[src/rtl/multicycle_pkg.sv]
// Shared types and encodings for the multi-cycle RV32I controller.
// HALT exists only when MC_CTRL_TRAP_EN is defined.
package multicycle_pkg;

  localparam int unsigned STATE_W = 4;
  localparam int unsigned OP_W    = 7;
  localparam int unsigned ALUC_W  = 3;
  localparam int unsigned IMM_W   = 3;
  localparam int unsigned SEL_W   = 2;

  typedef enum logic [STATE_W-1:0] {
    FETCH,
    DECODE,
    EXEC_R,
    EXEC_I,
    ALU_WB,
    MEM_ADR,
    MEM_RD,
    MEM_WB,
    MEM_WR,
    BRANCH,
    JALR_ADR,
    JUMP,
    LUI_WB
`ifdef MC_CTRL_TRAP_EN
    , HALT
`endif
  } state_t;

  localparam logic [OP_W-1:0] OP_R      = 7'b0110011;
  localparam logic [OP_W-1:0] OP_I      = 7'b0010011;
  localparam logic [OP_W-1:0] OP_LW     = 7'b0000011;
  localparam logic [OP_W-1:0] OP_SW     = 7'b0100011;
  localparam logic [OP_W-1:0] OP_BRANCH = 7'b1100011;
  localparam logic [OP_W-1:0] OP_JAL    = 7'b1101111;
  localparam logic [OP_W-1:0] OP_JALR   = 7'b1100111;
  localparam logic [OP_W-1:0] OP_LUI    = 7'b0110111;

  localparam logic [ALUC_W-1:0] ALU_ADD  = 3'b000;
  localparam logic [ALUC_W-1:0] ALU_SUB  = 3'b001;
  localparam logic [ALUC_W-1:0] ALU_AND  = 3'b010;
  localparam logic [ALUC_W-1:0] ALU_OR   = 3'b011;
  localparam logic [ALUC_W-1:0] ALU_XOR  = 3'b100;
  localparam logic [ALUC_W-1:0] ALU_SLT  = 3'b101;
  localparam logic [ALUC_W-1:0] ALU_SLTU = 3'b110;

  localparam logic [IMM_W-1:0] IMM_I = 3'b000;
  localparam logic [IMM_W-1:0] IMM_S = 3'b001;
  localparam logic [IMM_W-1:0] IMM_B = 3'b010;
  localparam logic [IMM_W-1:0] IMM_J = 3'b011;
  localparam logic [IMM_W-1:0] IMM_U = 3'b100;

  localparam logic [SEL_W-1:0] SRCA_PC    = 2'b00;
  localparam logic [SEL_W-1:0] SRCA_OLDPC = 2'b01;
  localparam logic [SEL_W-1:0] SRCA_RS1   = 2'b10;

  localparam logic [SEL_W-1:0] SRCB_RS2  = 2'b00;
  localparam logic [SEL_W-1:0] SRCB_IMM  = 2'b01;
  localparam logic [SEL_W-1:0] SRCB_FOUR = 2'b10;

  localparam logic [SEL_W-1:0] RES_ALUOUT = 2'b00;
  localparam logic [SEL_W-1:0] RES_MDR    = 2'b01;
  localparam logic [SEL_W-1:0] RES_ALUY   = 2'b10;
  localparam logic [SEL_W-1:0] RES_IMM    = 2'b11;

endpackage

[src/rtl/alu_decoder.sv]
// Maps (op, funct3, funct7b5) to an ALU operation and branch polarity.
// MC_CTRL_TRAP_EN adds funct_bad for unsupported ALU/branch funct3 codes.
module alu_decoder
  import multicycle_pkg::*;
(
  input  logic [OP_W-1:0]   op,
  input  logic [2:0]        funct3,
  input  logic              funct7b5,
  output logic [ALUC_W-1:0] alu_control,
  output logic              br_inv,
  output logic              br_valid
`ifdef MC_CTRL_TRAP_EN
  ,
  output logic              funct_bad
`endif
);

  // Branches compare via sub/slt/sltu; taken = zero ^ br_inv when br_valid
  always_comb begin
    alu_control = ALU_ADD;
    br_inv      = 1'b0;
    br_valid    = 1'b0;
`ifdef MC_CTRL_TRAP_EN
    funct_bad   = 1'b0;
`endif
    if (op == OP_BRANCH) begin
      br_valid = 1'b1;
      case (funct3)
        3'b000: alu_control = ALU_SUB;
        3'b001: begin alu_control = ALU_SUB;  br_inv = 1'b1; end
        3'b100: begin alu_control = ALU_SLT;  br_inv = 1'b1; end
        3'b101: alu_control = ALU_SLT;
        3'b110: begin alu_control = ALU_SLTU; br_inv = 1'b1; end
        3'b111: alu_control = ALU_SLTU;
        default: begin
          br_valid = 1'b0;
`ifdef MC_CTRL_TRAP_EN
          funct_bad = 1'b1;
`endif
        end
      endcase
    end else if (op == OP_R || op == OP_I) begin
      case (funct3)
        3'b000: alu_control = (op == OP_R && funct7b5) ? ALU_SUB : ALU_ADD;
        3'b010: alu_control = ALU_SLT;
        3'b011: alu_control = ALU_SLTU;
        3'b100: alu_control = ALU_XOR;
        3'b110: alu_control = ALU_OR;
        3'b111: alu_control = ALU_AND;
        default: begin
`ifdef MC_CTRL_TRAP_EN
          funct_bad = 1'b1;
`endif
        end
      endcase
    end
  end

endmodule

[src/rtl/multicycle_controller.sv]
// Multi-cycle RV32I control FSM with memory-ready stalls.
// Define MC_CTRL_TRAP_EN to trap unsupported encodings into HALT with a sticky illegal flag.
module multicycle_controller
  import multicycle_pkg::*;
(
  input  logic              clk,
  input  logic              rst,
  input  logic [OP_W-1:0]   op,
  input  logic [2:0]        funct3,
  input  logic              funct7b5,
  input  logic              zero,
  input  logic              mem_ready,
  output logic              PCWrite,
  output logic              AdrSrc,
  output logic              IRWrite,
  output logic              MemWrite,
  output logic              RegWrite,
  output logic [SEL_W-1:0]  ALUSrcA,
  output logic [SEL_W-1:0]  ALUSrcB,
  output logic [SEL_W-1:0]  ResultSrc,
  output logic [ALUC_W-1:0] ALUcontrol,
  output logic [IMM_W-1:0]  IMMslc,
  output logic              illegal
);

  state_t state, next_state;
  logic [ALUC_W-1:0] dec_alu;
  logic br_inv, br_valid;
  logic pc_w, ir_w, mem_w, reg_w;
`ifdef MC_CTRL_TRAP_EN
  logic funct_bad;
`endif

  alu_decoder u_alu_decoder (
    .op          (op),
    .funct3      (funct3),
    .funct7b5    (funct7b5),
    .alu_control (dec_alu),
    .br_inv      (br_inv),
    .br_valid    (br_valid)
`ifdef MC_CTRL_TRAP_EN
    ,
    .funct_bad   (funct_bad)
`endif
  );

  always_ff @(posedge clk or negedge rst) begin
    if (!rst) state <= FETCH;
    else      state <= next_state;
  end

  // Next state and per-state controls; unlisted controls stay 0
  always_comb begin
    next_state = state;
    pc_w       = 1'b0;
    ir_w       = 1'b0;
    mem_w      = 1'b0;
    reg_w      = 1'b0;
    AdrSrc     = 1'b0;
    ALUSrcA    = SRCA_PC;
    ALUSrcB    = SRCB_RS2;
    ResultSrc  = RES_ALUOUT;
    ALUcontrol = ALU_ADD;
    IMMslc     = IMM_I;
    case (state)
      FETCH: begin
        ALUSrcB   = SRCB_FOUR;
        ResultSrc = RES_ALUY;
        pc_w      = mem_ready;
        ir_w      = mem_ready;
        if (mem_ready) next_state = DECODE;
      end
      DECODE: begin
        ALUSrcA = SRCA_OLDPC;
        ALUSrcB = SRCB_IMM;
        IMMslc  = (op == OP_JAL) ? IMM_J : IMM_B;
        case (op)
          OP_R:      next_state = EXEC_R;
          OP_I:      next_state = EXEC_I;
          OP_LW,
          OP_SW:     next_state = MEM_ADR;
          OP_BRANCH: next_state = BRANCH;
          OP_JAL:    next_state = JUMP;
          OP_JALR:   next_state = JALR_ADR;
          OP_LUI:    next_state = LUI_WB;
`ifdef MC_CTRL_TRAP_EN
          default:   next_state = HALT;
`else
          default:   next_state = FETCH;
`endif
        endcase
`ifdef MC_CTRL_TRAP_EN
        if (funct_bad) next_state = HALT;
`endif
      end
      EXEC_R: begin
        ALUSrcA    = SRCA_RS1;
        ALUcontrol = dec_alu;
        next_state = ALU_WB;
      end
      EXEC_I: begin
        ALUSrcA    = SRCA_RS1;
        ALUSrcB    = SRCB_IMM;
        ALUcontrol = dec_alu;
        next_state = ALU_WB;
      end
      ALU_WB: begin
        reg_w      = 1'b1;
        next_state = FETCH;
      end
      MEM_ADR: begin
        ALUSrcA    = SRCA_RS1;
        ALUSrcB    = SRCB_IMM;
        IMMslc     = (op == OP_SW) ? IMM_S : IMM_I;
        next_state = (op == OP_SW) ? MEM_WR : MEM_RD;
      end
      MEM_RD: begin
        AdrSrc = 1'b1;
        if (mem_ready) next_state = MEM_WB;
      end
      MEM_WB: begin
        ResultSrc  = RES_MDR;
        reg_w      = 1'b1;
        next_state = FETCH;
      end
      MEM_WR: begin
        AdrSrc = 1'b1;
        mem_w  = 1'b1;
        if (mem_ready) next_state = FETCH;
      end
      BRANCH: begin
        ALUSrcA    = SRCA_RS1;
        ALUcontrol = dec_alu;
        pc_w       = br_valid & (zero ^ br_inv);
        next_state = FETCH;
      end
      JALR_ADR: begin
        ALUSrcA    = SRCA_RS1;
        ALUSrcB    = SRCB_IMM;
        next_state = JUMP;
      end
      JUMP: begin
        ALUSrcA    = SRCA_OLDPC;
        ALUSrcB    = SRCB_FOUR;
        pc_w       = 1'b1;
        next_state = ALU_WB;
      end
      LUI_WB: begin
        IMMslc     = IMM_U;
        ResultSrc  = RES_IMM;
        reg_w      = 1'b1;
        next_state = FETCH;
      end
`ifdef MC_CTRL_TRAP_EN
      HALT: next_state = HALT;
`endif
      default: next_state = FETCH;
    endcase
  end

  // Enables drop the instant reset asserts, without waiting for a clock
  assign PCWrite  = rst & pc_w;
  assign IRWrite  = rst & ir_w;
  assign MemWrite = rst & mem_w;
  assign RegWrite = rst & reg_w;

`ifdef MC_CTRL_TRAP_EN
  assign illegal = rst & (state == HALT);
`else
  assign illegal = 1'b0;
`endif

endmodule

[config.mk]
export PLATFORM = sky130hd
export DESIGN_NAME = multicycle_controller
export DESIGN_NICKNAME = d
export VERILOG_FILES = /design/src/rtl/multicycle_pkg.sv /design/src/rtl/alu_decoder.sv /design/src/rtl/multicycle_controller.sv
export SDC_FILE = /design/constraint.sdc
export NUM_CORES = 1
export LEC_CHECK = 0
export ABC_CLOCK_PERIOD_IN_PS = 2250
export BUFFER_PORTS_ARGS = -buffer_cell sky130_fd_sc_hd__buf_2
export CAP_MARGIN = 25
export CORE_MARGIN = 4
export CORE_UTILIZATION = 53
export CTS_BUF_LIST = sky130_fd_sc_hd__clkbuf_8
export CTS_CLUSTER_DIAMETER = 100
export DETAILED_ROUTE_END_ITERATION = 16
export GPL_TIMING_DRIVEN = 0
export PLACE_DENSITY_LB_ADDON = 0.15
export SLEW_MARGIN = 30
export SYNTH_ARGS = -nofsm -noshare
export SYNTH_HDL_FRONTEND = slang
export SYNTH_SLANG_ARGS = --single-unit
[constraint.sdc]
create_clock -name clk -period 2.25 [get_ports clk]
set_clock_uncertainty 0.15 [all_clocks]
set_input_delay 0.225 -clock clk [delete_from_list [all_inputs] [get_ports clk]]
set_output_delay 0.225 -clock clk [all_outputs]
set_load 0.05 [all_outputs]
Word level (Yosys, flattened, before mapping)
Cells that the tools add are included.

word-level totals
  register bits = 4
  input bits = 15
  output and inout port bits = 18

cells by class
  equality and inequality tests = 30
  multiplexer cells = 27
  bitwise logic cells = 6
  reduce and logical (&&, ||, !) cells = 19

operator list
  operator            number
  $pmux 4 s7          2
  $eq 7x6->1 const B  3
  $eq 7x7->1 const B  3
  $eq 4x4->1 const B  5
  $pmux 3 s3          2
  $pmux 3 s6          1
  $eq 4x3->1 const B  4
  $mux 4              4
  $reduce_or 2->1     7
  $eq 3x3->1 const B  4
  $reduce_or 3->1     4
  $mux 1              11
  $mux 3              3
  $eq 4x2->1 const B  2
  $pmux 2 s2          2
  $eq 7x2->1 const B  1
  $eq 7x5->1 const B  1
  $eq 3x2->1 const B  2
  $ne 2x2->1 const B  3
  $pmux 2 s3          1
  $reduce_or 6->1     1
  $and 1x1->1         5
  $reduce_or 5->1     1
  $eq 4x1->1 const B  1
  other kinds (9)     9

Longest topological paths before layout
  depth after elaboration = 8
  depth in mapped cells = 5
  mapped depth without buffers = 3

By module
A second synthesis with hierarchy kept.

unflattened totals
  cell total of the unflattened synthesis = 119
  area total of the unflattened synthesis = 828.3 µm²

modules (own cells, without submodules)
  module                 instances  cells each  area each (µm²)  seq. area each (µm²)
  multicycle_controller  1          98          688.2            100.1
  alu_decoder            1          21          140.1            0.0

Least setup slack after synthesis
Ideal clock, no wire load.

  path kind = reg-to-output
  start = register state[3]
  end = output IMMslc[0]
  arrival time = 1991 ps
  setup slack = -116 ps
  stages on the path, launching flop included = 5
  cells stage by stage = dfrtp_1 buf_6 and4bb_2 nand2_1 o21ai_0

between the ends
  longest elaborated chain between the ends = 2
  elaborated cells on any way between the ends = 4
  classes of those cells = 3 x eq/ne; 1 x mux

ends and longest elaborated chain
  what                                      RTL line                     RTL
  start: declaration                        multicycle_controller.sv:26  state_t state, next_state;
  start signal: assignment                  multicycle_controller.sv:49  else state <= next_state;
  $eq 4x4->1, or another cell as far along  multicycle_controller.sv:65  case (state)
  $pmux 3 s3 (*)                            multicycle_controller.sv:65
  end: declaration                          multicycle_controller.sv:22  output logic [IMM_W-1:0] IMMslc,

Mark *: on every way between the ends. The rest lies on a longest branch, timed or not.

Final worst setup path
  start = register state[1]
  end = output PCWrite

between the ends
  longest elaborated chain between the ends = 3
  elaborated cells on any way between the ends = 5
  classes of those cells = 2 x eq/ne; 1 x mux; 1 x bitwise; 1 x reduce/logical

ends and longest elaborated chain
  what                                           RTL line                      RTL
  $eq 4x4->1 or $logic_not 4->1 (tied branches)  multicycle_controller.sv:65
  $pmux 1 s3 (*)                                 multicycle_controller.sv:65
  $and 1x1->1 (*)                                multicycle_controller.sv:162  assign PCWrite = rst & pc_w;
  end: declaration                               multicycle_controller.sv:13   output logic PCWrite,

Marks and branches as above.

==> impl_metrics.json <==
{
  "status": "finished, final reports clean",
  "path_max_fanout": 10,
  "grt_util_met1_pct": 28.7,
  "cpMostUsedCell": "buf_2",
  "wl_per_cell_um": 14.1,
  "cts.sinks": 4,
  "met2_usage_pct": 38.5,
  "hold_viol_final": 0,
  "top_register": "state",
  "clock.fmax_mhz": 485,
  "busiest_layer": "met2",
  "cp-start-kind": "flip-flop",
  "rsz0062_at_grt": "no",
  "drc": 0,
  "clkTransAtPathRegs_ns": 0.03,
  "ioPinCount": 33,
  "ys.flop_type": "dfrtp_1",
  "dpl_cell_area_um2": 958,
  "synth.largest_area_cell": "dfrtp_1",
  "cts_root_buf": "clkbuf_8",
  "setup_violations": 0,
  "cts_resized": 0,
  "post-route-min-period_ns": 2.06,
  "power.density_nw_per_um2": 601,
  "multi_input_area_um2": 602,
  "met3_usage_pct": 1.17,
  "synth_fp_nets": 120,
  "top_regs": "state (4)",
  "p_leak_nw": 0.498,
  "n_antenna_cell": 0,
  "largest_register_ffs": 4,
  "r2r_cells": 4,
  "grt_pass1_vias": 817,
  "grt_start_max_net_pins": 11,
  "report.final.slew_viol_count": 0,
  "overflow": 0,
  "firstDrtPassIters": 4,
  "design_area_um2": 1010,
  "cp_slowest_cell": "dfrtp_1",
  "syn_area_um2": 790,
  "cts-htree-levels": 1,
  "holdCritPathClass": "in2async",
  "clk_path_buf_depth": 2,
  "endpoint_kind": "output pin",
  "syn_area_per_cell_um2": 7.52,
  "yosysSeqAreaShare_pct": 12.7,
  "clk_latency_ns": 0.22,
  "period_share_pct": 91.5,
  "yosysMostFrequentCell": "nor2_1",
  "cts_tree": "done",
  "nFillCells": 112,
  "yosys-top-cells-count": "nor2_1, a21oi_1, nand2_1",
  "tns_ns": 0,
  "place_congestion": 0.782,
  "vdd_ir_drop_max_mv": 0.613,
  "synthTopCellsByArea": "dfrtp_1, and4bb_2, a21oi_1",
  "core_area_um2": 1350,
  "cp_data_required_time_ns": 1.88,
  "drv_cap": 0,
  "drive_gt1_share_pct": 41.0,
  "syn_inst": 105,
  "synthToLayoutAreaGrowth_pct": 27.9,
  "total_power_mw": 0.607,
  "slowest_delay_ns": 0.35,
  "synth_top_area_share_pct": 12.7,
  "postCtsSetupBuffers": 0,
  "die_area_um2": 2170,
  "vias": 946,
  "routed_wirelength_um": 2180,
  "synth_seq_cells": 4,
  "ant_nets": 0,
  "fp-row-count": 13,
  "ff_latch_area_um2": 100,
  "dr.first_iter.drc_count": 19,
  "synth_edf_count": 0,
  "finalNetCount": 156,
  "dp_hpwl_um": 1620,
  "cts_hold_buf": 1,
  "crit_chain": "buf_2 > and2b_2 > nand3_1 > o32ai_2 > buf_2",
  "antenna_found_initial": 0,
  "grt_util_all_layers_pct": 22.7,
  "vias_per_cell": 6.14,
  "portBuffers": 30,
  "path_class": "reg2out",
  "die_h_um": 46.6,
  "cts_buffers": 3,
  "die_w_um": 46.6,
  "ys_async_sr_fraction_pct": 100,
  "synth_warnings": 0,
  "arrival_ns": 1.68,
  "start_util_pct": 58.5,
  "grt_pass1_wl_um": 3540,
  "synth_cell_types": 50
}
-- worst max-delay path, delay by kind of cell (launching register included) --
| kind | cells | cell delay, ns |
|---|---|---|
| AO/OA/AOI/OAI | 1 | 0.24 |
| buffers and inverters | 2 | 0.47 |
| flip-flops | 1 | 0.35 |
| AND/OR/NAND/NOR | 2 | 0.41 |
-- stage by stage --
stage          setup slack (ns)  hold slack, ns  std cells  util [%]
5_1_grt                   0.126           0.247        154      74.8
4_1_cts                   0.195           0.225        154      74.8
3_3_place_gp              0.441         -0.0878        150      71.0
3_5_place_dp              0.444         -0.0817        150      71.0
6_report                  0.190           0.224        154      74.8
2_1_floorplan             0.129          -0.221        105         -
-- final cells by class --
type                            count  area share [%]
Clock buffer                        3            4.09
Multi-Input combinational cell     86            59.6
Buffer                             11            7.19
Tap cell                           15            1.86
Inverter                            4            1.49
Sequential cell                     4            9.91
Timing Repair Buffer               31            15.9
-- path summary, 6_finish.rpt --
kind	from	to	slack, ns
setup / recovery	state[1]$_DFFE_PN0P_	PCWrite	0.19
hold / removal	rst	state[1]$_DFFE_PN0P_	0.22
setup reg to reg	state[1]$_DFFE_PN0P_	state[1]$_DFFE_PN0P_	0.86
hold reg to reg	state[0]$_DFFE_PN0P_	state[1]$_DFFE_PN0P_	0.63
max in group asynchronous	rst	state[0]$_DFFE_PN0P_	1.56
min in group clk	op[5]	state[3]$_DFFE_PN0P_	0.25
-- per-layer routing --
metal	wire length, µm	up-vias	share of wire, %
met5	0	-	0
met4	44	0	2.0
met3	149	5	6.8
met2	1050	38	48
met1	932	436	43
li1	-	467	-
-- report_power, final --
part           switching, mW  total, mW  internal (mW)  leakage, nW
clock network         0.0419      0.156          0.114       0.0216
logic                  0.261      0.368          0.107        0.422
registers            0.00186     0.0821         0.0802       0.0542
-- placed cells by master, fill, tap and decap left out, types with 2 or more instances in the layout --
master and count:
and4bb_2 3, xor2_1 2, buf_4 2, mux2i_1 2, nor2b_1 2, a21oi_1 7, and3b_2 2, xnor2_1 2
or3_1 2, dfrtp_1 4, buf_6 2, nand3_1 5, and3_1 5, clkbuf_8 3, nor2_1 8, o2111ai_1 2
o21ai_0 2, nand2_1 7, and2b_2 2, nand3b_1 2, a32o_1 2, buf_2 36, inv_1 3, o211ai_1 3
-- logic make-up after synthesis --
kind of cell | count (synthesis) | share of synthesized area, %
XOR/XNOR | 4 | 4.44
multiplexers | 2 | 2.54
buffers and inverters | 15 | 11.1
flip-flops | 4 | 12.7
AO/OA/AOI/OAI | 29 | 27.6
AND/OR/NAND/NOR | 50 | 41.2
other | 1 | 0.475
Note: power is estimated with default switching activity, not from simulation.
